`config.mk`:
```
export PLATFORM = sky130hd
export DESIGN_NAME = riscv_decode_stage
export DESIGN_NICKNAME = d
export VERILOG_FILES = /design/src/rtl/riscv_pkg.sv /design/src/rtl/riscv_lane_decoder.sv /design/src/rtl/riscv_decode_stage.sv
export SDC_FILE = /design/constraint.sdc
export NUM_CORES = 1
export LEC_CHECK = 0
export CAP_MARGIN = 5
export CORE_MARGIN = 1.5
export CORE_UTILIZATION = 53
export DETAILED_ROUTE_END_ITERATION = 10
export PLACE_DENSITY = 0.86
export SLEW_MARGIN = 30
export SYNTH_ARGS = -nofsm -noshare
export SYNTH_HDL_FRONTEND = slang
export SYNTH_SLANG_ARGS = --single-unit
```
`constraint.sdc`:
```
create_clock -name clk -period 2.8 [get_ports clk]
set_input_delay 0.42 -clock clk [delete_from_list [all_inputs] [get_ports clk]]
set_output_delay 0.42 -clock clk [all_outputs]
set_load 0.05 [all_outputs]
```
`src/rtl/riscv_pkg.sv`:
```
// Shared RV32I decode types: opcodes, instruction formats, the per-lane
// decode record and the decode-stage FSM states.
package riscv;

  typedef enum logic [6:0] {
    OP_R       = 7'b0110011,
    OP_I_ARITH = 7'b0010011,
    OP_I_LOAD  = 7'b0000011,
    OP_S       = 7'b0100011,
    OP_SB      = 7'b1100011,
    OP_U_LUI   = 7'b0110111,
    OP_U_AUIPC = 7'b0010111,
    OP_UJ_JAL  = 7'b1101111,
    OP_I_JALR  = 7'b1100111
  } opcode_t;

  // IT_NONE keeps an all-zero decode distinguishable from a real R-type.
  typedef enum logic [2:0] {
    IT_NONE = 3'd0,
    R_TYPE  = 3'd1,
    I_TYPE  = 3'd2,
    S_TYPE  = 3'd3,
    SB_TYPE = 3'd4,
    U_TYPE  = 3'd5,
    UJ_TYPE = 3'd6
  } itype_t;

  localparam logic [3:0] ALU_ADD = 4'b0000;
  localparam logic [3:0] ALU_SUB = 4'b1000;

  typedef struct packed {
    logic [6:0]  opcode;
    itype_t      i_type;
    logic [4:0]  rd;
    logic [4:0]  rs1;
    logic [4:0]  rs2;
    logic [31:0] imm;
    logic [3:0]  alu_func;
    logic [4:0]  shiftamt;
    logic [2:0]  branch;
    logic [2:0]  width;
  } decode_t;

  typedef struct packed {
    decode_t dec;
    logic    illegal;
  } lane_decode_t;

  localparam int DECODE_W = $bits(decode_t);

  typedef enum logic [1:0] {
    EMPTY = 2'd0,
    ONE   = 2'd1,
    TWO   = 2'd2
  } stage_state_t;

endpackage

```
`src/rtl/riscv_lane_decoder.sv`:
```
// Combinational RV32I decode of a single instruction word into decode_t,
// with legality checking. Illegal words produce an all-zero decode.
module riscv_lane_decoder
  import riscv::*;
(
  input  logic [31:0]  instr,
  output lane_decode_t res
);

  logic [6:0] op;
  logic [2:0] f3;
  logic [6:0] f7;
  decode_t    d;
  logic       ill;

  assign op = instr[6:0];
  assign f3 = instr[14:12];
  assign f7 = instr[31:25];

  always_comb begin
    d        = '0;
    ill      = 1'b0;
    d.opcode = op;
    case (op)
      OP_R: begin
        d.i_type   = R_TYPE;
        d.rd       = instr[11:7];
        d.rs1      = instr[19:15];
        d.rs2      = instr[24:20];
        d.alu_func = {f7[5], f3};
        if (!((f7 == 7'b0000000) ||
              (f7 == 7'b0100000 && (f3 == 3'b000 || f3 == 3'b101))))
          ill = 1'b1;
      end
      OP_I_ARITH: begin
        d.i_type   = I_TYPE;
        d.rd       = instr[11:7];
        d.rs1      = instr[19:15];
        d.imm      = {{20{instr[31]}}, instr[31:20]};
        d.alu_func = {1'b0, f3};
        if (f3 == 3'b001) begin
          d.shiftamt = instr[24:20];
          if (f7 != 7'b0000000) ill = 1'b1;
        end else if (f3 == 3'b101) begin
          d.shiftamt = instr[24:20];
          d.alu_func = {f7[5], f3};
          if (f7 != 7'b0000000 && f7 != 7'b0100000) ill = 1'b1;
        end
      end
      OP_I_LOAD: begin
        d.i_type   = I_TYPE;
        d.rd       = instr[11:7];
        d.rs1      = instr[19:15];
        d.imm      = {{20{instr[31]}}, instr[31:20]};
        d.alu_func = ALU_ADD;
        d.width    = f3;
        if (f3 == 3'b011 || f3 == 3'b110 || f3 == 3'b111) ill = 1'b1;
      end
      OP_S: begin
        d.i_type   = S_TYPE;
        d.rs1      = instr[19:15];
        d.rs2      = instr[24:20];
        d.imm      = {{20{instr[31]}}, instr[31:25], instr[11:7]};
        d.alu_func = ALU_ADD;
        d.width    = f3;
        if (f3 > 3'b010) ill = 1'b1;
      end
      OP_SB: begin
        d.i_type   = SB_TYPE;
        d.rs1      = instr[19:15];
        d.rs2      = instr[24:20];
        d.imm      = {{20{instr[31]}}, instr[7], instr[30:25], instr[11:8], 1'b0};
        d.alu_func = ALU_SUB;
        d.branch   = f3;
        if (f3 == 3'b010 || f3 == 3'b011) ill = 1'b1;
      end
      OP_U_LUI, OP_U_AUIPC: begin
        d.i_type   = U_TYPE;
        d.rd       = instr[11:7];
        d.imm      = {instr[31:12], 12'b0};
        d.alu_func = ALU_ADD;
      end
      OP_UJ_JAL: begin
        d.i_type   = UJ_TYPE;
        d.rd       = instr[11:7];
        d.imm      = {{12{instr[31]}}, instr[19:12], instr[20], instr[30:21], 1'b0};
        d.alu_func = ALU_ADD;
      end
      OP_I_JALR: begin
        d.i_type   = I_TYPE;
        d.rd       = instr[11:7];
        d.rs1      = instr[19:15];
        d.imm      = {{20{instr[31]}}, instr[31:20]};
        d.alu_func = ALU_ADD;
        if (f3 != 3'b000) ill = 1'b1;
      end
      default: ill = 1'b1;
    endcase
    if (instr[1:0] != 2'b11) ill = 1'b1;
  end

  assign res.dec     = ill ? '0 : d;
  assign res.illegal = ill;

endmodule

```
`src/rtl/riscv_decode_stage.sv`:
```
// Registered multi-lane decode stage with a 2-entry skid buffer.
// Handshake: a bundle moves on accept = in_valid & in_ready and leaves on drain = out_valid & out_ready.
module riscv_decode_stage
  import riscv::*;
#(
  parameter int unsigned LANES            = 2,
  parameter bit          TRUNC_ON_ILLEGAL = 1'b1,
  parameter int unsigned PC_W             = 32
) (
  input  logic                      clk,
  input  logic                      rst,
  input  logic                      flush,
  input  logic                      in_valid,
  output logic                      in_ready,
  input  logic [32*LANES-1:0]       in_instr,
  input  logic [LANES-1:0]          in_lane_mask,
  input  logic [PC_W-1:0]           in_pc,
  output logic                      out_valid,
  input  logic                      out_ready,
  output logic [LANES*DECODE_W-1:0] out_decode,
  output logic [LANES-1:0]          out_lane_valid,
  output logic [LANES-1:0]          out_illegal,
  output logic [PC_W-1:0]           out_pc,
  output stage_state_t              dbg_state
);

  lane_decode_t              lane_res [LANES];
  logic [LANES*DECODE_W-1:0] nxt_dec;
  logic [LANES-1:0]          nxt_lv;
  logic [LANES-1:0]          nxt_ill;
  logic                      seen_ill;

  for (genvar i = 0; i < LANES; i++) begin : g_lane
    riscv_lane_decoder u_dec (
      .instr (in_instr[32*i +: 32]),
      .res   (lane_res[i])
    );
  end

  // Masked lanes are blanked; with truncation, everything above the
  // lowest illegal lane is blanked too.
  always_comb begin
    nxt_dec  = '0;
    nxt_lv   = '0;
    nxt_ill  = '0;
    seen_ill = 1'b0;
    for (int i = 0; i < LANES; i++) begin
      if (in_lane_mask[i] && !(TRUNC_ON_ILLEGAL && seen_ill)) begin
        nxt_lv[i]                       = 1'b1;
        nxt_ill[i]                      = lane_res[i].illegal;
        nxt_dec[i*DECODE_W +: DECODE_W] = lane_res[i].dec;
      end
      if (nxt_ill[i]) seen_ill = 1'b1;
    end
  end

  stage_state_t              state_q, state_d;
  logic                      in_ready_q;
  logic                      accept, drain;
  logic                      load_main, load_skid, move_skid;
  logic [LANES*DECODE_W-1:0] main_dec_q, skid_dec_q;
  logic [LANES-1:0]          main_lv_q, skid_lv_q;
  logic [LANES-1:0]          main_ill_q, skid_ill_q;
  logic [PC_W-1:0]           main_pc_q, skid_pc_q;

  assign accept = in_valid & in_ready_q;
  assign drain  = out_valid & out_ready;

  always_comb begin
    state_d   = state_q;
    load_main = 1'b0;
    load_skid = 1'b0;
    move_skid = 1'b0;
    case (state_q)
      EMPTY: begin
        if (accept) begin
          state_d   = ONE;
          load_main = 1'b1;
        end
      end
      ONE: begin
        if (accept && drain) begin
          load_main = 1'b1;
        end else if (accept) begin
          state_d   = TWO;
          load_skid = 1'b1;
        end else if (drain) begin
          state_d = EMPTY;
        end
      end
      TWO: begin
        if (drain) begin
          state_d   = ONE;
          move_skid = 1'b1;
        end
      end
      default: state_d = EMPTY;
    endcase
    if (flush) begin
      state_d   = EMPTY;
      load_main = 1'b0;
      load_skid = 1'b0;
      move_skid = 1'b0;
    end
  end

  always_ff @(posedge clk) begin
    if (rst) begin
      state_q    <= EMPTY;
      in_ready_q <= 1'b1;
      main_dec_q <= '0;
      main_lv_q  <= '0;
      main_ill_q <= '0;
      main_pc_q  <= '0;
      skid_dec_q <= '0;
      skid_lv_q  <= '0;
      skid_ill_q <= '0;
      skid_pc_q  <= '0;
    end else begin
      state_q    <= state_d;
      in_ready_q <= (state_d != TWO);
      if (load_main) begin
        main_dec_q <= nxt_dec;
        main_lv_q  <= nxt_lv;
        main_ill_q <= nxt_ill;
        main_pc_q  <= in_pc;
      end else if (move_skid) begin
        main_dec_q <= skid_dec_q;
        main_lv_q  <= skid_lv_q;
        main_ill_q <= skid_ill_q;
        main_pc_q  <= skid_pc_q;
      end
      if (load_skid) begin
        skid_dec_q <= nxt_dec;
        skid_lv_q  <= nxt_lv;
        skid_ill_q <= nxt_ill;
        skid_pc_q  <= in_pc;
      end
    end
  end

  assign in_ready       = in_ready_q;
  assign out_valid      = (state_q != EMPTY);
  assign out_decode     = main_dec_q;
  assign out_lane_valid = main_lv_q;
  assign out_illegal    = main_ill_q;
  assign out_pc         = main_pc_q;
  assign dbg_state      = state_q;

endmodule

```
# Yosys cells after proc, flatten, opt, wreduce, memory -nomap -nowiden

Index checks and enable logic that the tools add are counted.

Flip-flop bits (word level): 363
Input port bits: 103
Output and inout port bits: 184
Word-level logic and storage cells: 175

$lt $le $gt $ge: 2
Eq/ne operators: 39
Muxes and demuxes: 80
Bitwise gates (word level): 2
Reduce and logical (&&, ||, !) cells: 42

Operator list:

| cell                                                  | number |
|---|---|
| one-hot mux 32 bit (5 select lines)                   | 2 |
| 2-to-1 mux 144 bit                                    | 2 |
| 2-to-1 mux 72 bit                                     | 4 |
| 2-to-1 mux 32 bit                                     | 2 |
| == test 7 x 6 -> 1 bit, second input constant         | 8 |
| 2-to-1 mux 5 bit                                      | 10 |
| == test 7 bit, second input constant                  | 6 |
| one-hot mux 3 bit (6 select lines)                    | 2 |
| 2-to-1 mux 1 bit                                      | 34 |
| == test 7 x 5 -> 1 bit, second input constant         | 4 |
| one-hot mux 4 bit (3 select lines)                    | 2 |
| 2-to-1 mux 2 bit                                      | 10 |
| == test 3 bit, second input constant                  | 6 |
| 2-to-1 mux 9 bit                                      | 2 |
| OR reduction 3 bit                                    | 6 |
| == test 7 x 2 -> 1 bit, second input constant         | 2 |
| zero test 7 bit                                       | 2 |
| inequality test 7 x 6 -> 1 bit, second input constant | 2 |
| one-hot mux 1 bit (7 select lines)                    | 2 |
| nonzero test 7 bit                                    | 2 |
| OR reduction 7 bit                                    | 2 |
| == test 3 x 2 -> 1 bit, second input constant         | 4 |
| 2-to-1 mux 3 bit                                      | 4 |
| OR reduction 6 bit                                    | 2 |
| other kinds (17)                                      | 43 |

# Longest topological paths before layout

Word-level depth: 13
Depth in mapped cells: 11
Mapped depth without buffers: 6

# Modules after synthesis

A second synthesis with hierarchy kept.

Cells, all modules: 2273
Area, all modules: 18166.2 um^2

Modules (own cells, without submodules):

| module                               | times used | cells each | area an instance (um^2) | seq. area each (um^2) |
|---|---|---|---|---|
| riscv_decode_stage                   | 1          | 1833       | 15728.8                 | 7267.0 |
| riscv_lane_decoder (g_lane[0].u_dec) | 1          | 227        | 1265.0                  | 0.0 |
| riscv_lane_decoder (g_lane[1].u_dec) | 1          | 213        | 1172.4                  | 0.0 |

# Worst setup path after synthesis

Ideal clock, no wire load.

Kind: register to register
Start: register state_q[1] (netlist: dbg_state[1])
End: register main_dec_q[106] (netlist: out_decode[106])
Library setup time: 0.137 ns
Arrival: 2.323 ns
Data required time: 2.663 ns
Path slack: 0.340 ns
Stages on the path, launching flop included: 8
Path buffers: 3
Period minus slack after synthesis: 2.460 ns
Cells stage by stage: dfxtp_1 -> nor2b_1 -> and3b_1 -> buf_2 -> clkbuf_1 -> clkbuf_1 -> mux2i_1 -> o22ai_2

Cells in the longest elaborated chain, start to end: 7
Elaborated cells between the ends (all ways): 14
Those cells by class: eq/ne: 2; mux: 7; bitwise: 1; reduce/logical: 4

RTL lines:

| what                                                            | RTL line                  | RTL |
|---|---|---|
| from (decl)                                                     | riscv_decode_stage.sv:57  | `stage_state_t state_q, state_d;` |
| from (signal assigned)                                          | riscv_decode_stage.sv:120 | `state_q <= state_d;` |
| nonzero test 2 bit                                              | riscv_decode_stage.sv:143 | `assign out_valid = (state_q != EMPTY);` |
| AND 1 bit                                                       | riscv_decode_stage.sv:67  | `assign drain = out_valid & out_ready;` |
| logical AND 1 bit                                               | riscv_decode_stage.sv:82  | `if (accept && drain) begin` |
| 2-to-1 mux 1 bit                                                | riscv_decode_stage.sv:82  |  |
| one-hot mux 1 bit (2 select lines)                              | riscv_decode_stage.sv:74  | `case (state_q)` |
| 2-to-1 mux 1 bit                                                | riscv_decode_stage.sv:99  | `if (flush) begin` |
| 2-to-1 mux 144 bit / nonzero test 2 bit (equally long branches) | n/a                       |  |
| to (signal assigned)                                            | riscv_decode_stage.sv:123 | `main_dec_q <= nxt_dec;` |
| to (signal assigned)                                            | riscv_decode_stage.sv:128 | `main_dec_q <= skid_dec_q;` |
| to (decl)                                                       | riscv_decode_stage.sv:61  | `logic [LANES*DECODE_W-1:0] main_dec_q, skid_dec_q;` |

Several ways; a longest one is shown, not always the timed one.
A chain may end at the register's enable or synchronous reset.

# Worst setup path in the final report

Start: input in_instr[14]
End: register main_dec_q[10] (netlist: out_decode[10])

Cells in the longest elaborated chain, start to end: 10
Elaborated cells between the ends (all ways): 30
Those cells by class: order compare: 1; eq/ne: 6; mux: 15; reduce/logical: 8

RTL lines:

| what                                                    | RTL line                                           | RTL |
|---|---|---|
| from (decl)                                             | riscv_decode_stage.sv:15                           | `input logic [32*LANES-1:0] in_instr,` |
| == test 3 bit / zero test 3 bit (equally long branches) | riscv_lane_decoder.sv:32, riscv_lane_decoder.sv:44 |  |
| logical OR 1 bit                                        | riscv_lane_decoder.sv:32                           | `(f7 == 7'b0100000 && (f3 == 3'b000 \|\| f3 == 3'b101))))` |
| logical AND 1 bit                                       | riscv_lane_decoder.sv:32                           |  |
| logical OR 1 bit                                        | riscv_lane_decoder.sv:31                           | `if (!((f7 == 7'b0000000) \|\|` |
| 2-to-1 mux 1 bit                                        | riscv_lane_decoder.sv:31                           |  |
| one-hot mux 1 bit (7 select lines)                      | riscv_lane_decoder.sv:24                           | `case (op)` |
| 2-to-1 mux 1 bit                                        | riscv_lane_decoder.sv:99                           | `if (instr[1:0] != 2'b11) ill = 1'b1;` |
| 2-to-1 mux 72 bit *                                     | riscv_lane_decoder.sv:102                          | `assign res.dec = ill ? '0 : d;` |
| 2-to-1 mux 72 bit *                                     | riscv_decode_stage.sv:48                           | `if (in_lane_mask[i] && !(TRUNC_ON_ILLEGAL && seen_ill)) begin` |
| 2-to-1 mux 144 bit *                                    | riscv_decode_stage.sv:122                          | `if (load_main) begin` |

Every way passes the cells marked *; elsewhere a longest branch is shown, timed or not.

==> results.txt <==
----------------------------------------------------
[Clock tree]
  Clock root buffer ... clkbuf_16
  Clock buffers created by TritonCTS ... 38
  CTS max path bufs ... 3
  TritonCTS clock tree ... yes
  Number of sinks handled by clock tree synthesis ... 363
  Post-cts resize count ... 0
  Number of H-tree levels ... 2
  Post-CTS Repair Setup Buffers ... 0
  Worst-Skew Late Latency ... 0.54 ns
  Hold bufs inserted after CTS ... 0
  Clock transition at the registers of the reported paths ... 0.06 ns

[STA]
  Final period utilization ... 90.7%
  Worst hold slack ... 0.294 ns
  Clock period minus final worst setup slack ... 2.54 ns
  Final setup violation count ... 0
  Final Hold Viols ... 0
  Upper clock frequency limit ... 394 MHz
  Slew of the pin with the lowest slew margin ... 0.633 ns
  Number of pins with negative max-slew slack in the final report ... 0
  Setup repair after global routing missed its margin ... false
  Setup skew after layout ... 0.0288 ns
  Remaining max-slew budget at the tightest pin ... 57.7%
  Smallest setup slack after layout ... 0.260 ns

[Place]
  HPWL reported at the end of detailed placement ... 35.3 mm
  Count of buffers from port buffering ... 286
  Final estimated routing congestion in global placement ... 0.927
  Worst slack at placement ... -0.233 ns
  Dpl cell area ... 19700 sq um

[Logic synthesis]
  Xor and xnor fraction of the mapped netlist area ... 0.112%
  Cells taking the most area after synthesis ... dfxtp_1, nand2_1, mux2i_1
  Seq/Total Area, Yosys ... 46.5%
  Top_reg_cell synth ... dfxtp_1
  Library cell with the largest summed area after synthesis ... dfxtp_1
  Number of register bits inferred by synthesis ... 363
  Post-Synth Adder-Cell Area ... 0%
  Net count of the mapped netlist ... 1904
  Fraction of synthesis flops using an asynchronous set or reset pin ... 0%
  Fraction of the mapped netlist area in compound gates ... 22.8%
  Total number of yosys warnings ... 0
  Mux share of post-synthesis cell area ... 4.81%
  Simple-gate area share of the yosys netlist ... 20.5%
  Synthesized instance count ... 1801
  Cell variety after synth ... 76
  Portion of synthesized cell area occupied by the leading cell type ... 46.5%
  Per-instance average area after synthesis ... 8.67 sq um
  Number of synthesized flops with an enable pin ... 0
  Combined area of all synthesized cells ... 15600 sq um
  Largest family of logic cells by synthesized area ... compound AO/OA/AOI/OAI gates

[Power and ir drop]
  Largest vdd supply drop ... 0.431 mV
  Sequential group share of total power ... 44.6%
  Cell leakage power ... 7.56 nW
  Power per standard cell area ... 571 nW/um^2
  Portion of total power attributed to combinational logic ... 12.9%
  Sum of internal, switching and leakage power ... 12.0 mW
  Part of the power in the clock network ... 42.5%
  Internal power ... 8.85 mW
  Net Switching ... 3.10 mW
  Switching share of total power ... 26.0%

[Drt]
  Wire length after detailed routing ... 52.1 mm
  Average via count per standard cell ... 6.31
  DRC ... 0
  Violation count after the first detailed-route iteration ... 1967
  Iteration count of the initial detailed-routing pass ... 8
  Routed wirelength normalized by instance count ... 20.7 um
  Antenna viol nets, final ... 0
  Vias after detailed routing ... 15.9k

[Worst setup path]
  Category of the critical setup timing path ... input port to flop
  Worst reg-to-reg setup slack ... 0.63 ns
  Cells on worst reg2reg path ... 7
  Delay of the slowest cell on the worst path ... 0.49 ns
  Sequence of cells on the critical path ... clkdlybuf4s50_1, xor2_1, o211a_1, o21ai_0, and4_2, buf_4, nand4_1, a2111oi_1
  CP Launch Type ... input port
  Data arrival time of the worst path ... 2.95 ns
  Largest fanout on the critical path ... 16
  Required arrival time at the worst endpoint ... 3.21 ns
  Max stage delay cell, worst path ... clkdlybuf4s50_1
  Setup crit end kind ... flop

[Final layout]
  Final net count ... 2208
  Top library cells by usage in the layout, fill and taps aside ... dfxtp_1, nand2_1, clkdlybuf4s50_1
  Final core utilization ... 72.6%
  Total of fill cells in the finished design ... 2056
  Post-route cell area ... 20900 sq um
  Number of diodes ... 0
  Leading cell type in the layout, fill and taps excluded ... dfxtp_1
  Area added between synthesis and finish ... 34.1%
  Layout cells sized above 1 ... 12.9%

[Global route]
  Overflow left after global routing ... 0
  Via count of the first global-routing pass ... 15.1k
  Number of antenna violations at the first check in global routing ... 0
  Wire length of the first global-routing pass ... 81.6 mm
  Global-route usage over all layers ... 32.9%
  Maximum number of pins on one net before global-route repair ... 102

[Floorplan]
  Vertical die dimension ... 175 um
  Io pins ... 287
  Die outline area ... 30500 sq um
  Core Area ... 28900 sq um
  Site Rows ... 62
  Initial core utilization ... 54.1%
  Die Wd ... 175 um

[Run status]
  Status ... finished clean

[Hold path]
  Number of instances on the worst hold path ... 2
  Hold/Removal Path Class ... input port to flop

[Job]
  Max-cap violations ... 0

----------------------------------------------------
==> worst paths after layout <==
kind                        from             end
hold reg to reg   skid_dec_q[68]  skid_dec_q[68]
setup reg to reg    dbg_state[1]   skid_dec_q[8]
hold / removal               rst   skid_ill_q[0]
setup / recovery    in_instr[14]  out_decode[10]
==> critical path, delay by kind of cell <==
kind                   cells  cell delay [ns]
AO/OA/AOI/OAI              3             1.06
XOR/XNOR                   1             0.20
buffers and inverters      2             0.74
AND/OR/NAND/NOR            2             0.52
==> cells in the mapped netlist (all sizes together), types with 5 or more instances <==
library cell and instances:
a311oi 42, nand2 313, o22ai 63, a21oi 90, or4 7, nor2 130, a22o 11, and3 10
a211oi 7, nor2b 6, nor3 28, buf 44, nor3b 5, o41ai 8, mux2i 74, dfxtp 363
inv 13, clkbuf 132, nand3 55, a2111oi 22, a32o 29, o2bb2ai 16, and2 6, o31ai 16
a22oi 7, nand4 38, nand2b 17, nand3b 22, a21o 20, or2 8, o211a 9, nor4 23
o21ai 87, a31oi 33
==> logic make-up (layout without fill, tap and decap cells) <==
| group | Yosys count | in the layout |
|---|---|---|
| and+or+nand+nor | 682 | 682 |
| AOI/OAI and AO/OA | 490 | 490 |
| buffers and inverters | 189 | 518 |
| muxes | 75 | 75 |
| xor gates and xnor gates | 2 | 2 |
| DFF | 363 | 363 |
==> metrics by stage <==
stage / instances / TNS (ns)
detailed placement: 2449 / -21.62
global route: 2514 / 0
global placement: 2449 / -12.06
CTS: 2514 / 0
finish: 2514 / 0
floorplan: 1801 / 0
==> power groups by stage <==
stage,logic [mW],clock network [mW],registers (mW)
6_report,1.54,5.08,5.34
5_1_grt,1.61,5.35,5.34
4_1_cts,1.52,5.10,5.34
3_5_place_dp,1.51,0,5.45
3_3_place_gp,1.48,0,5.45
2_1_floorplan,0.491,0,5.77
==> flip-flops by register name (all words and copies together) (netlist names) <==
signal / flops
out_decode: 144
out_lane_valid: 2
skid_pc_q: 32
dbg_state: 2
out_illegal: 2
in_ready: 1
skid_dec_q: 144
out_pc: 32
skid_ill_q: 2
skid_lv_q: 2
==> area by class of cell <==
cell class | count | area (sq um) | share of cell area, %
Multi-Input combinational cell | 1249 | 7570 | 36.2
Sequential cell | 363 | 7270 | 34.7
Timing Repair Buffer | 440 | 4300 | 20.5
Clock buffer | 58 | 1190 | 5.67
Tap cell | 384 | 480 | 2.29
Clock inverter | 7 | 86.3 | 0.412
Inverter | 13 | 48.8 | 0.233
==> routing by layer <==
layer | wire [um] | part of all wire (%) | GRT usage (%) | vias up
met5 | 0 | 0 | 0 | -
met4 | 2350 | 4.5 | 14.4 | 0
met3 | 5310 | 10 | 6.27 | 174
met2 | 23700 | 45 | 52.0 | 1003
met1 | 20800 | 40 | 43.9 | 7530
li1 | - | - | - | 7160
Note: power is estimated with default switching activity, not from simulation.
